[src/rtl/sram_arbiter.sv]
// Two-requester arbiter sharing one single-port synchronous SRAM; all outputs registered.
// Define SRAM_ARB_RR_EN for round-robin on simultaneous requests (default: M0 fixed priority).
module sram_arbiter #(
    parameter int ADDR_W = 21,
    parameter int DATA_W = 8
) (
    input  logic              HCLK,
    input  logic              HRESET,
    input  logic [ADDR_W-1:0] m0_HADDR,
    input  logic              m0_HWRITE,
    input  logic [1:0]        m0_HTRANS,
    input  logic [DATA_W-1:0] m0_HWDATA,
    output logic [DATA_W-1:0] m0_HRDATA,
    output logic              m0_HREADY,
    input  logic [ADDR_W-1:0] m1_HADDR,
    input  logic              m1_HWRITE,
    input  logic [1:0]        m1_HTRANS,
    input  logic [DATA_W-1:0] m1_HWDATA,
    output logic [DATA_W-1:0] m1_HRDATA,
    output logic              m1_HREADY,
    output logic              sram_ce,
    output logic              sram_we,
    output logic [ADDR_W-1:0] sram_addr,
    output logic [DATA_W-1:0] sram_wdata,
    input  logic [DATA_W-1:0] sram_rdata,
    output logic [1:0]        gnt
);

    typedef enum logic [1:0] {IDLE, ACCESS, RDATA, RESP} state_t;

    state_t            state, state_nxt;
    logic              ce_nxt, we_nxt, rdy0_nxt, rdy1_nxt;
    logic [ADDR_W-1:0] addr_nxt;
    logic [DATA_W-1:0] wdata_nxt, rd0_nxt, rd1_nxt;
    logic [1:0]        gnt_nxt, last_gnt, last_gnt_nxt, winner;
    logic              req0, req1;
    logic              unused_trans_lsb;

    // Only HTRANS[1] distinguishes NONSEQ/SEQ from IDLE/BUSY.
    assign req0             = m0_HTRANS[1];
    assign req1             = m1_HTRANS[1];
    assign unused_trans_lsb = m0_HTRANS[0] ^ m1_HTRANS[0];

    always_comb begin
        winner = '0;
        if (req0 && req1) begin
`ifdef SRAM_ARB_RR_EN
            winner = (last_gnt == 2'b01) ? 2'b10 : 2'b01;
`else
            winner = 2'b01;
`endif
        end else if (req0) begin
            winner = 2'b01;
        end else if (req1) begin
            winner = 2'b10;
        end
    end

    always_comb begin
        state_nxt    = state;
        ce_nxt       = sram_ce;
        we_nxt       = sram_we;
        addr_nxt     = sram_addr;
        wdata_nxt    = sram_wdata;
        gnt_nxt      = gnt;
        last_gnt_nxt = last_gnt;
        rdy0_nxt     = 1'b0;
        rdy1_nxt     = 1'b0;
        rd0_nxt      = m0_HRDATA;
        rd1_nxt      = m1_HRDATA;
        case (state)
            IDLE: begin
                ce_nxt  = 1'b0;
                gnt_nxt = '0;
                if (winner != 2'b00) begin
                    ce_nxt       = 1'b1;
                    gnt_nxt      = winner;
                    last_gnt_nxt = winner;
                    state_nxt    = ACCESS;
                    if (winner[0]) begin
                        we_nxt    = m0_HWRITE;
                        addr_nxt  = m0_HADDR;
                        wdata_nxt = m0_HWDATA;
                    end else begin
                        we_nxt    = m1_HWRITE;
                        addr_nxt  = m1_HADDR;
                        wdata_nxt = m1_HWDATA;
                    end
                end
            end
            ACCESS: begin
                ce_nxt = 1'b0;
                if (sram_we) begin
                    rdy0_nxt  = gnt[0];
                    rdy1_nxt  = gnt[1];
                    state_nxt = RESP;
                end else begin
                    state_nxt = RDATA;
                end
            end
            RDATA: begin
                if (gnt[0]) begin
                    rd0_nxt  = sram_rdata;
                    rdy0_nxt = 1'b1;
                end
                if (gnt[1]) begin
                    rd1_nxt  = sram_rdata;
                    rdy1_nxt = 1'b1;
                end
                state_nxt = RESP;
            end
            RESP: begin
                gnt_nxt   = '0;
                state_nxt = IDLE;
            end
            default: state_nxt = IDLE;
        endcase
    end

    always_ff @(posedge HCLK or posedge HRESET) begin
        if (HRESET) begin
            state      <= IDLE;
            sram_ce    <= 1'b0;
            sram_we    <= 1'b0;
            sram_addr  <= '0;
            sram_wdata <= '0;
            gnt        <= '0;
            last_gnt   <= 2'b10;
            m0_HREADY  <= 1'b0;
            m1_HREADY  <= 1'b0;
            m0_HRDATA  <= '0;
            m1_HRDATA  <= '0;
        end else begin
            state      <= state_nxt;
            sram_ce    <= ce_nxt;
            sram_we    <= we_nxt;
            sram_addr  <= addr_nxt;
            sram_wdata <= wdata_nxt;
            gnt        <= gnt_nxt;
            last_gnt   <= last_gnt_nxt;
            m0_HREADY  <= rdy0_nxt;
            m1_HREADY  <= rdy1_nxt;
            m0_HRDATA  <= rd0_nxt;
            m1_HRDATA  <= rd1_nxt;
        end
    end

endmodule

[config.mk]
export PLATFORM = sky130hd
export DESIGN_NAME = sram_arbiter
export DESIGN_NICKNAME = d
export VERILOG_FILES = /design/src/rtl/sram_arbiter.sv
export SDC_FILE = /design/constraint.sdc
export NUM_CORES = 1
export LEC_CHECK = 0
export CORE_MARGIN = 4
export CORE_UTILIZATION = 35
export CTS_BUF_LIST = sky130_fd_sc_hd__clkbuf_16
export DETAILED_ROUTE_END_ITERATION = 16
export PLACE_DENSITY = 0.84
export SYNTH_ARGS = -nofsm -noshare
export SYNTH_HDL_FRONTEND = slang
export SYNTH_SLANG_ARGS = --single-unit
[constraint.sdc]
create_clock -name HCLK -period 2.22 [get_ports HCLK]
set_clock_uncertainty 0.1 [all_clocks]
set_input_delay 0.444 -clock HCLK [delete_from_list [all_inputs] [get_ports HCLK]]
set_output_delay 0.444 -clock HCLK [all_outputs]
set_load 0.01 [all_outputs]
==> metrics.yaml <==
outcome:
  outcome: "finished, final reports clean"
grt:
  grt_pass1_wl_um: 9460
  grt.overflow.total: 0
  grt_pass1_vias: 1964
  track_usage: 0.142
  antenna_found_initial: 0
  grt_max_degree: 37
pwr:
  max-vdd-ir-drop_mv: 0.441
  powerDensity_nw_per_um2: 1230
  p_leak_nw: 1.69
  total_power_mw: 4.70
setup_path:
  r2r-end: "state[1]"
  path_cells: "clkdlybuf4s50_1"
  r2r-start: "state[0]"
  end_kind: "output pin"
  worstPathBufferInverterCount: 1
  crit_arrival_ns: 1.29
  r2r_slack_ns: 0.53
  required_ns: 1.68
  cp_slowest_stage_delay_ns: 0.58
  cp-start-kind: "flip-flop"
  crit_slowest_cell: "clkdlybuf4s50_1"
  worst-setup-path-type: "flip-flop to output pin"
  r2r_cells: 4
  cp_top_family: "buffers and inverters"
  crit_fanout: 4
route:
  wl_per_cell_um: 13.8
  met3_length_um: 500
  drtIter0Drc: 28
  wl_um: 5520
  firstDrtPassIters: 3
  routed_via_density: 4.60
  wl_met1_um: 2190
  vias: 1834
  postRouteAntennaNets: 0
  top_layer: "met4"
  dr_wl_met2_um: 2750
  drc: 0
run:
  drv_cap: 0
final_layout:
  final_area_um2: 3820
  fin_util: 0.591
  layout.nets: 400
  drive_above_1_share: 0.102
  antennaDiodeCount: 0
  final_common_cell: "clkdlybuf4s50_1"
  area_delta_synth_final_pct: 61.8
  fillers: 573
  fin_cells: 399
  mostFrequentLayoutCells: "clkdlybuf4s50_1 (121), dfrtp_1 (53), nand2_1 (36), mux2i_1 (30), o21ai_0 (25)"
floorplanning:
  die-area_um2: 8120
  start_util: 0.365
  rows: 29
  die-width_um: 90.1
  core_um2: 6460
  die_y_um: 90.1
  ios: 125
sta:
  setup-tns-final_ns: 0
  period_minus_slack_ns: 1.84
  max_freq_mhz: 544
  hold_viol_final: 0
  post-route-period-util: 0.828
  rsz0062_at_grt: "no"
  finalSetupViolCount: 0
  fin_hold_ws_ns: 0.374
  setup_ws_ns: 0.381
  slew_violations: 0
  slew_headroom: 0.704
  worst_pin_slew_ns: 0.444
clock_network:
  ctsLongestPathBuffers: 2
  cts_setup_buffers: 0
  cts_max_level: 2
  clk_pin_slew_ns: 0.06
  cts_tree: "built"
  clk_latency_ns: 0.28
  ctsResizeCount: 0
  clkSinkCount: 53
  cts_hold_buf: 0
  cts.root.buffer_cell: "clkbuf_16"
  cts_made_buffers: 5
placed_design:
  dp_cells: 391
  portBuffers: 122
  place.gp.congestion: 0.705
  dp.final_hpwl_um: 4420
  placed_area_um2: 3650
  place_ws_ns: 0.337
synthesis:
  yosysUniqueCellTypes: 20
  synth_nets: 276
  ys_seq_area_frac: 0.562
  syn_area_um2: 2360
  syn_area_per_cell_um2: 12.0
  ys_warn_count: 0
  ys_ff_latch: 53
  synth_cells: 197
hold_path:
  hp-class: "primary input to async pin"
[registers in the layout, summed over array words and instances (netlist names)]
name and flops:
state 2, sram_we 1, m1_HRDATA 8, gnt 2, sram_addr 21, m0_HREADY 1
m1_HREADY 1, sram_ce 1, sram_wdata 8, m0_HRDATA 8
[cell families (layout without fill, tap and decap cells)]
| family | count (synthesis) | in the layout | synth area share |
|---|---|---|---|
| AOI/OAI and AO/OA | 36 | 36 | 0.0880 |
| adders and majority gates | 5 | 5 | 0.0265 |
| muxes | 47 | 47 | 0.208 |
| DFF | 53 | 53 | 0.562 |
| and+or+nand+nor | 42 | 42 | 0.0737 |
| buffers and inverters | 14 | 139 | 0.0414 |
[how the worst max path moves through the flow]
stage	startpoint	to	slack, ns	depth (start not counted)
after floorplan	HRESET	gnt[0]	0.39	1
after global placement	m1_HTRANS[1]	sram_addr[1]	0.34	4
after detailed placement	m1_HTRANS[1]	sram_addr[18]	0.34	4
after CTS	sram_we	sram_we	0.38	1
after global routing	sram_we	sram_we	0.36	1
final	sram_we	sram_we	0.38	1
[cell type report]
class / count / area, µm² / share of cell area
Sequential cell: 53 / 1330 / 0.347
Timing Repair Buffer: 127 / 1280 / 0.335
Multi-Input combinational cell: 130 / 936 / 0.245
Clock buffer: 5 / 125 / 0.0328
Tap cell: 77 / 96.3 / 0.0252
Clock inverter: 3 / 41.3 / 0.0108
Inverter: 4 / 15.0 / 0.00393
[cells in the mapped netlist]
cell type,instances,share of area
buf_4,3,0.0095
o21bai_1,1,0.0032
nand2_1,36,0.057
o21ai_1,5,0.011
buf_6,4,0.019
dfrtp_1,53,0.56
ha_1,5,0.027
clkbuf_2,3,0.0064
nor3_1,1,0.0021
inv_1,4,0.0064
o21ai_0,25,0.053
o41ai_1,1,0.0037
nor2_1,4,0.0064
mux2_2,16,0.076
a2111oi_2,1,0.0064
o21ai_4,1,0.0069
nor3b_4,1,0.0080
a21oi_1,2,0.0042
mux2i_1,30,0.13
mux2_1,1,0.0048
[where the power goes]
part / total [mW] / internal [mW] / switching (mW)
logic: 2.17 / 1.25 / 0.918
registers: 1.68 / 1.44 / 0.247
clock network: 0.849 / 0.527 / 0.322
total: 4.70 / 3.21 / 1.49
[metal layers]
| metal | vias to the layer above | GRT usage |
|---|---|---|
| li1 | 925 | - |
| met3 | 8 | 0.0543 |
| met1 | 823 | 0.160 |
| met4 | 0 | 0.0395 |
| met5 | - | 0 |
| met2 | 78 | 0.250 |
No activity file was read; power rests on OpenSTA's default activity.
